### config.mk
export PLATFORM = sky130hd
export DESIGN_NAME = countdown_timer
export DESIGN_NICKNAME = d
export VERILOG_FILES = /design/src/rtl/countdown_timer.sv
export SDC_FILE = /design/constraint.sdc
export NUM_CORES = 1
export LEC_CHECK = 0
export ABC_AREA = 1
export CAP_MARGIN = 10
export CORE_AREA = 2 2 149 136
export CTS_CLUSTER_SIZE = 24
export DETAILED_ROUTE_END_ITERATION = 8
export DIE_AREA = 0 0 151 138
export HOLD_SLACK_MARGIN = 0.02
export SYNTH_ARGS = -nofsm -noshare
export SYNTH_HDL_FRONTEND = slang
export SYNTH_SLANG_ARGS = --single-unit
### constraint.sdc
create_clock -name refclk -period 6.18 [get_ports refclk]
set_clock_uncertainty 0.15 [all_clocks]
set_input_delay 1.236 -clock refclk [delete_from_list [all_inputs] [get_ports refclk]]
set_output_delay 1.236 -clock refclk [all_outputs]
set_load 0.01 [all_outputs]
### src/rtl/countdown_timer.sv
// MM:SS countdown timer with centisecond resolution and a blinking alarm at zero.
// Define CDT_PROGRESS_BAR_EN to show the remaining fraction as a bar graph on led while counting.
`timescale 1ns/1ps

module countdown_timer #(
  parameter int TICK_DIV    = 500000,
  parameter int MAX_MIN     = 59,
  parameter int BLINK_TICKS = 25
) (
  input  logic        refclk,
  input  logic        reset,
  input  logic        key_start,
  input  logic        key_min,
  input  logic        key_sec,
  input  logic        key_clear,
  output logic [18:0] time_value,
  output logic        running,
  output logic        expired,
  output logic [9:0]  led
);

  localparam int PW = (TICK_DIV > 1) ? $clog2(TICK_DIV) : 1;
  localparam int BW = (BLINK_TICKS > 1) ? $clog2(BLINK_TICKS) : 1;
  localparam int MW = $clog2(MAX_MIN + 1);

  localparam logic [PW-1:0] PRE_MAX   = PW'(TICK_DIV - 1);
  localparam logic [BW-1:0] BLINK_MAX = BW'(BLINK_TICKS - 1);
  localparam logic [MW-1:0] MIN_MAX   = MW'(MAX_MIN);

  localparam int K_SEC   = 0;
  localparam int K_MIN   = 1;
  localparam int K_START = 2;
  localparam int K_CLEAR = 3;

  typedef enum logic [1:0] {
    S_SET,
    S_RUN,
    S_PAUSE,
    S_ALARM
  } state_t;

  state_t        state_reg;
  logic [MW-1:0] preset_min_reg;
  logic [5:0]    preset_sec_reg;
  logic [18:0]   counter_reg;
  logic [PW-1:0] prescaler_reg;
  logic [BW-1:0] blink_cnt_reg;
  logic          blink_on_reg;

  logic [3:0]    key_raw;
  logic [3:0]    key_strobe;
  logic [18:0]   preset_total;
  logic          counting;
  logic          tick;

  assign key_raw = {key_clear, key_start, key_min, key_sec};

  // Keys idle high, so the synchronizers reset high to avoid a spurious strobe after reset.
  genvar gi;
  generate
    for (gi = 0; gi < 4; gi++) begin : g_key
      logic sync1_reg;
      logic sync2_reg;
      logic prev_reg;

      always_ff @(posedge refclk or negedge reset) begin
        if (!reset) begin
          sync1_reg <= 1'b1;
          sync2_reg <= 1'b1;
          prev_reg  <= 1'b1;
        end else begin
          sync1_reg <= key_raw[gi];
          sync2_reg <= sync1_reg;
          prev_reg  <= sync2_reg;
        end
      end

      assign key_strobe[gi] = prev_reg & ~sync2_reg;
    end
  endgenerate

  assign preset_total = (19'(preset_min_reg) * 19'd6000) + (19'(preset_sec_reg) * 19'd100);
  assign counting     = (state_reg == S_RUN) || (state_reg == S_ALARM);
  assign tick         = counting && (prescaler_reg == PRE_MAX);

`ifdef CDT_PROGRESS_BAR_EN
  logic [18:0] loaded_reg;
  logic [9:0]  bar;

  // led[k] lit when k < ceil(10*counter/loaded), i.e. k*loaded < 10*counter.
  generate
    for (gi = 0; gi < 10; gi++) begin : g_bar
      assign bar[gi] = (24'(counter_reg) * 24'd10) > (24'(loaded_reg) * 24'(gi));
    end
  endgenerate

  always_ff @(posedge refclk or negedge reset) begin
    if (!reset) begin
      loaded_reg <= '0;
    end else if (state_reg == S_SET && !key_strobe[K_CLEAR] && key_strobe[K_START]
                 && preset_total != 19'd0) begin
      loaded_reg <= preset_total;
    end
  end
`endif

  always_ff @(posedge refclk or negedge reset) begin
    if (!reset) begin
      state_reg      <= S_SET;
      preset_min_reg <= '0;
      preset_sec_reg <= '0;
      counter_reg    <= '0;
      prescaler_reg  <= '0;
      blink_cnt_reg  <= '0;
      blink_on_reg   <= 1'b0;
    end else begin
      if (counting) begin
        prescaler_reg <= tick ? '0 : prescaler_reg + PW'(1);
      end

      case (state_reg)
        S_SET: begin
          if (key_strobe[K_CLEAR]) begin
            preset_min_reg <= '0;
            preset_sec_reg <= '0;
          end else if (key_strobe[K_START]) begin
            if (preset_total != 19'd0) begin
              counter_reg   <= preset_total;
              prescaler_reg <= '0;
              state_reg     <= S_RUN;
            end
          end else if (key_strobe[K_MIN]) begin
            preset_min_reg <= (preset_min_reg == MIN_MAX) ? '0 : preset_min_reg + MW'(1);
          end else if (key_strobe[K_SEC]) begin
            preset_sec_reg <= (preset_sec_reg == 6'd59) ? 6'd0 : preset_sec_reg + 6'd1;
          end
        end

        S_RUN: begin
          if (key_strobe[K_CLEAR]) begin
            state_reg <= S_SET;
          end else if (key_strobe[K_START]) begin
            state_reg <= S_PAUSE;
          end else if (tick) begin
            if (counter_reg <= 19'd1) begin
              counter_reg   <= '0;
              state_reg     <= S_ALARM;
              blink_cnt_reg <= '0;
              blink_on_reg  <= 1'b1;
            end else begin
              counter_reg <= counter_reg - 19'd1;
            end
          end
        end

        S_PAUSE: begin
          if (key_strobe[K_CLEAR]) begin
            state_reg <= S_SET;
          end else if (key_strobe[K_START]) begin
            prescaler_reg <= '0;
            state_reg     <= S_RUN;
          end
        end

        S_ALARM: begin
          if (|key_strobe) begin
            state_reg <= S_SET;
          end else if (tick) begin
            if (blink_cnt_reg == BLINK_MAX) begin
              blink_cnt_reg <= '0;
              blink_on_reg  <= ~blink_on_reg;
            end else begin
              blink_cnt_reg <= blink_cnt_reg + BW'(1);
            end
          end
        end

        default: state_reg <= S_SET;
      endcase
    end
  end

  always_comb begin
    time_value = '0;
    led        = '0;
    running    = (state_reg == S_RUN);
    expired    = (state_reg == S_ALARM);
    case (state_reg)
      S_SET: time_value = preset_total;
      S_RUN: begin
        time_value = counter_reg;
`ifdef CDT_PROGRESS_BAR_EN
        led = bar;
`else
        led = 10'b00_0000_0001;
`endif
      end
      S_PAUSE: begin
        time_value = counter_reg;
`ifdef CDT_PROGRESS_BAR_EN
        led = bar;
`else
        led = 10'b00_0000_0010;
`endif
      end
      S_ALARM: led = {10{blink_on_reg}};
      default: begin
        time_value = '0;
        led        = '0;
      end
    endcase
  end

endmodule

==> results.yml <==
route:
  wire_per_inst_um: 13.27
  route.detailed.vias_per_inst: 4.811
  drt-met1-wl_um: 8014
  via_count: 5913
  drt_first_iter_violations: 339
  route.met3.wl_um: 466
  met2RoutedLength_um: 7628
  drcViolationCount: 0
  finalWirelength_um: 16310
  antenna_left: 0
  drt_first_pass_iters: 5
  top_layer_in_use: "met4"
worst_setup_path:
  cp-end-kind: "primary output"
  r2r_slack_ps: 840
  timing.critical_path.fanout_max: 4
  crit_arrival_ps: 4650
  start_kind: "register"
  crit_required_ps: 4790
  worst-setup-path-type: "register to primary output"
global_route:
  globalRouteTotalUtil: 0.1607
  antenna_found_initial: 0
  pin_count_of_the_biggest_net_entering_global_routing: 71
  overflow: 0
  vias_in_the_first_global_route: 5487
  grt_pass1_wl_um: 27120
placement:
  place_congestion: 0.8638
  portBuffers: 36
  dp_hpwl_um: 12500
cts:
  clock_tree.htree_level_count: 3
  cts-buffers-inserted: 9
  clk_pin_slew_ps: 50
  cts_root_buf: "clkbuf_16"
  clock_sinks: 70
  tritoncts: "built"
  max-clock-path-buffers: 2
  clock_latency_ps: 340
floorplanning:
  floorplan.die_area_um2: 20840
  floorplan.die.width_um: 151
  num_io_pins: 37
  fp-row-count: 49
  die_height_um: 138
  initial_core_util: 0.3401
  placeableCoreArea_um2: 19500
yosys:
  netlist_instances: 904
  synthDominantAreaCellType: "dfrtp_1"
  post-synth-top-area-fraction: 0.2189
  average_cell_area_after_synthesis_um2: 7.336
  synthesis.nets: 998
  synth_enable_flop_cells: 0
  async_reset_ff_frac: 1.000
  netlist_top_cells_count: "200 x nand2_1, 138 x inv_1, 83 x nand3_1"
  ys_ff_latch: 70
  yosys_warnings: 0
  synth.yosys.seq_area_share: 0.2664
  synth_flop_cell: "dfrtp_1"
  yosys.cell_count.top_type: "nand2_1"
  netlist_cell_types: 46
  synthesis.area_um2: 6631
  yosys-top-cells-area: "dfrtp_1 22%, ha_1 13%, nand2_1 11%, inv_1 7.8%, nand3_1 6.3%"
status:
  status: "finished clean"
timing:
  max_freq_mhz: 165.6
  fin_crit_ps: 6039
  crit_share_post_route: 0.9771
  finalSetupViolations: 0
  timing_worst_slew_pin_value_ps: 916.2
  fin_worst_hold_slack_ps: 205.9
  maxSlewViolCount: 0
  finalHoldViolations: 0
  grt_setup_unrepaired: "yes"
  slew-limit-headroom: 0.3892
cells_and_area:
  area_growth_syn_to_layout_pct: 19.45
  antenna_cells_inserted: 0
  design.final.nets: 1063
  layout_cells_sized_above_1: 0.1591
run:
  cap_viol_max_count: 0
worst_hold_path:
  worstHoldPathType: "register to register"
## cell usage in the layout (no fill, tap or decap), types with 4 or more instances in the layout
| master | instances |
|---|---|
| o22ai_1 | 13 |
| buf_4 | 40 |
| nor2_2 | 16 |
| clkdlybuf4s50_1 | 25 |
| dfstp_2 | 12 |
| xor2_1 | 24 |
| nor3_1 | 24 |
| fa_1 | 17 |
| nand2_4 | 4 |
| clkbuf_16 | 9 |
| a21oi_1 | 31 |
| nand3_1 | 80 |
| xnor2_1 | 16 |
| ha_4 | 5 |
| nand3_2 | 4 |
| nor2_1 | 69 |
| nand2_1 | 194 |
| o21ai_0 | 22 |
| inv_1 | 131 |
| nor4_1 | 4 |
| inv_2 | 7 |
| a21o_1 | 4 |
| nand3b_1 | 6 |
| dfrtp_1 | 58 |
| nand2_2 | 12 |
| or2_2 | 5 |
| ha_1 | 66 |
| buf_2 | 4 |
| nand4_1 | 15 |
| a21oi_2 | 11 |
## path summary, 6_finish.rpt
check,from,cells after the start,to
worst min-delay path,g_key[3].sync1_reg$_DFF_PN1_,0,g_key[3].sync2_reg$_DFF_PN1_
worst max register to register,preset_min_reg[3]$_DFFE_PN0P_,27,counter_reg[13]$_DFFE_PN0P_
worst min register to register,g_key[3].sync1_reg$_DFF_PN1_,0,g_key[3].sync2_reg$_DFF_PN1_
worst max-delay path,preset_min_reg[3]$_DFFE_PN0P_,20,time_value[13]
max in group asynchronous,reset,1,preset_min_reg[4]$_DFFE_PN0P_
min in group asynchronous,reset,1,prescaler_reg[14]$_DFF_PN0_
## worst max-delay path: stages (launching register included)
cell     delay (ps)
dfrtp_1         400
fa_1            520
fa_1            500
inv_1            50
fa_1            530
inv_1            60
ha_4            290
nand3_2          70
nand3_2         120
a21oi_2          70
xnor2_1         120
ha_1            320
inv_2            90
o21ai_2          80
a31oi_4         150
nand3_2         110
buf_4           150
xnor2_1         130
or2_2           290
a21oi_2         110
buf_2           150
## cell families after synthesis
family / after synthesis / synth area share
and+or+nand+nor: 444 / 0.3089
adders and majority gates: 88 / 0.1853
buffers and inverters: 164 / 0.1017
DFF: 70 / 0.2664
AOI/OAI and AO/OA: 97 / 0.08359
xor gates and xnor gates: 41 / 0.05415
## metal layers
metal | vias up | GRT usage
li1 | 3056 | -
met1 | 2769 | 0.2300
met2 | 74 | 0.2519
met3 | 14 | 0.02739
met4 | 0 | 0.04033
met5 | - | 0
## stage by stage
| step | area [µm²] | worst slack, ps | utilization | setup TNS, ps | instances |
|---|---|---|---|---|---|
| after global routing | 7921 | -88.12 | 0.4063 | -259.9 | 1229 |
| after floorplan | 6631 | 348.5 | - | 0 | 904 |
| after global placement | 7432 | -33.52 | 0.3812 | -63.03 | 1207 |
| final | 7921 | 141.4 | 0.4063 | 0 | 1229 |
| after CTS | 7772 | -24.99 | 0.3987 | -26.29 | 1225 |
| after detailed placement | 7432 | -96.95 | 0.3812 | -247.3 | 1207 |
## area by class of cell
cell class | instances | area, µm²
clock buffer | 10 | 229.0
clock inverter | 6 | 62.56
fill | 2066 | 11570
inverter | 140 | 528.0
multi-input combinational | 670 | 4363
sequential | 70 | 1767
tap | 255 | 319.1
timing repair buffer | 78 | 653.1
## what timing repair did
item / in CTS / in global routing
gates resized for setup: 25 / 48
pin swaps: 2 / 22
setup endpoints to repair: 10 / 10
hold buffers: 0 / 0
cloned: 0 / 0
setup buffers: 2 / 4
Power is not shown: default switching activity piles up to over one toggle a cycle in this logic, so the estimate is an artifact.
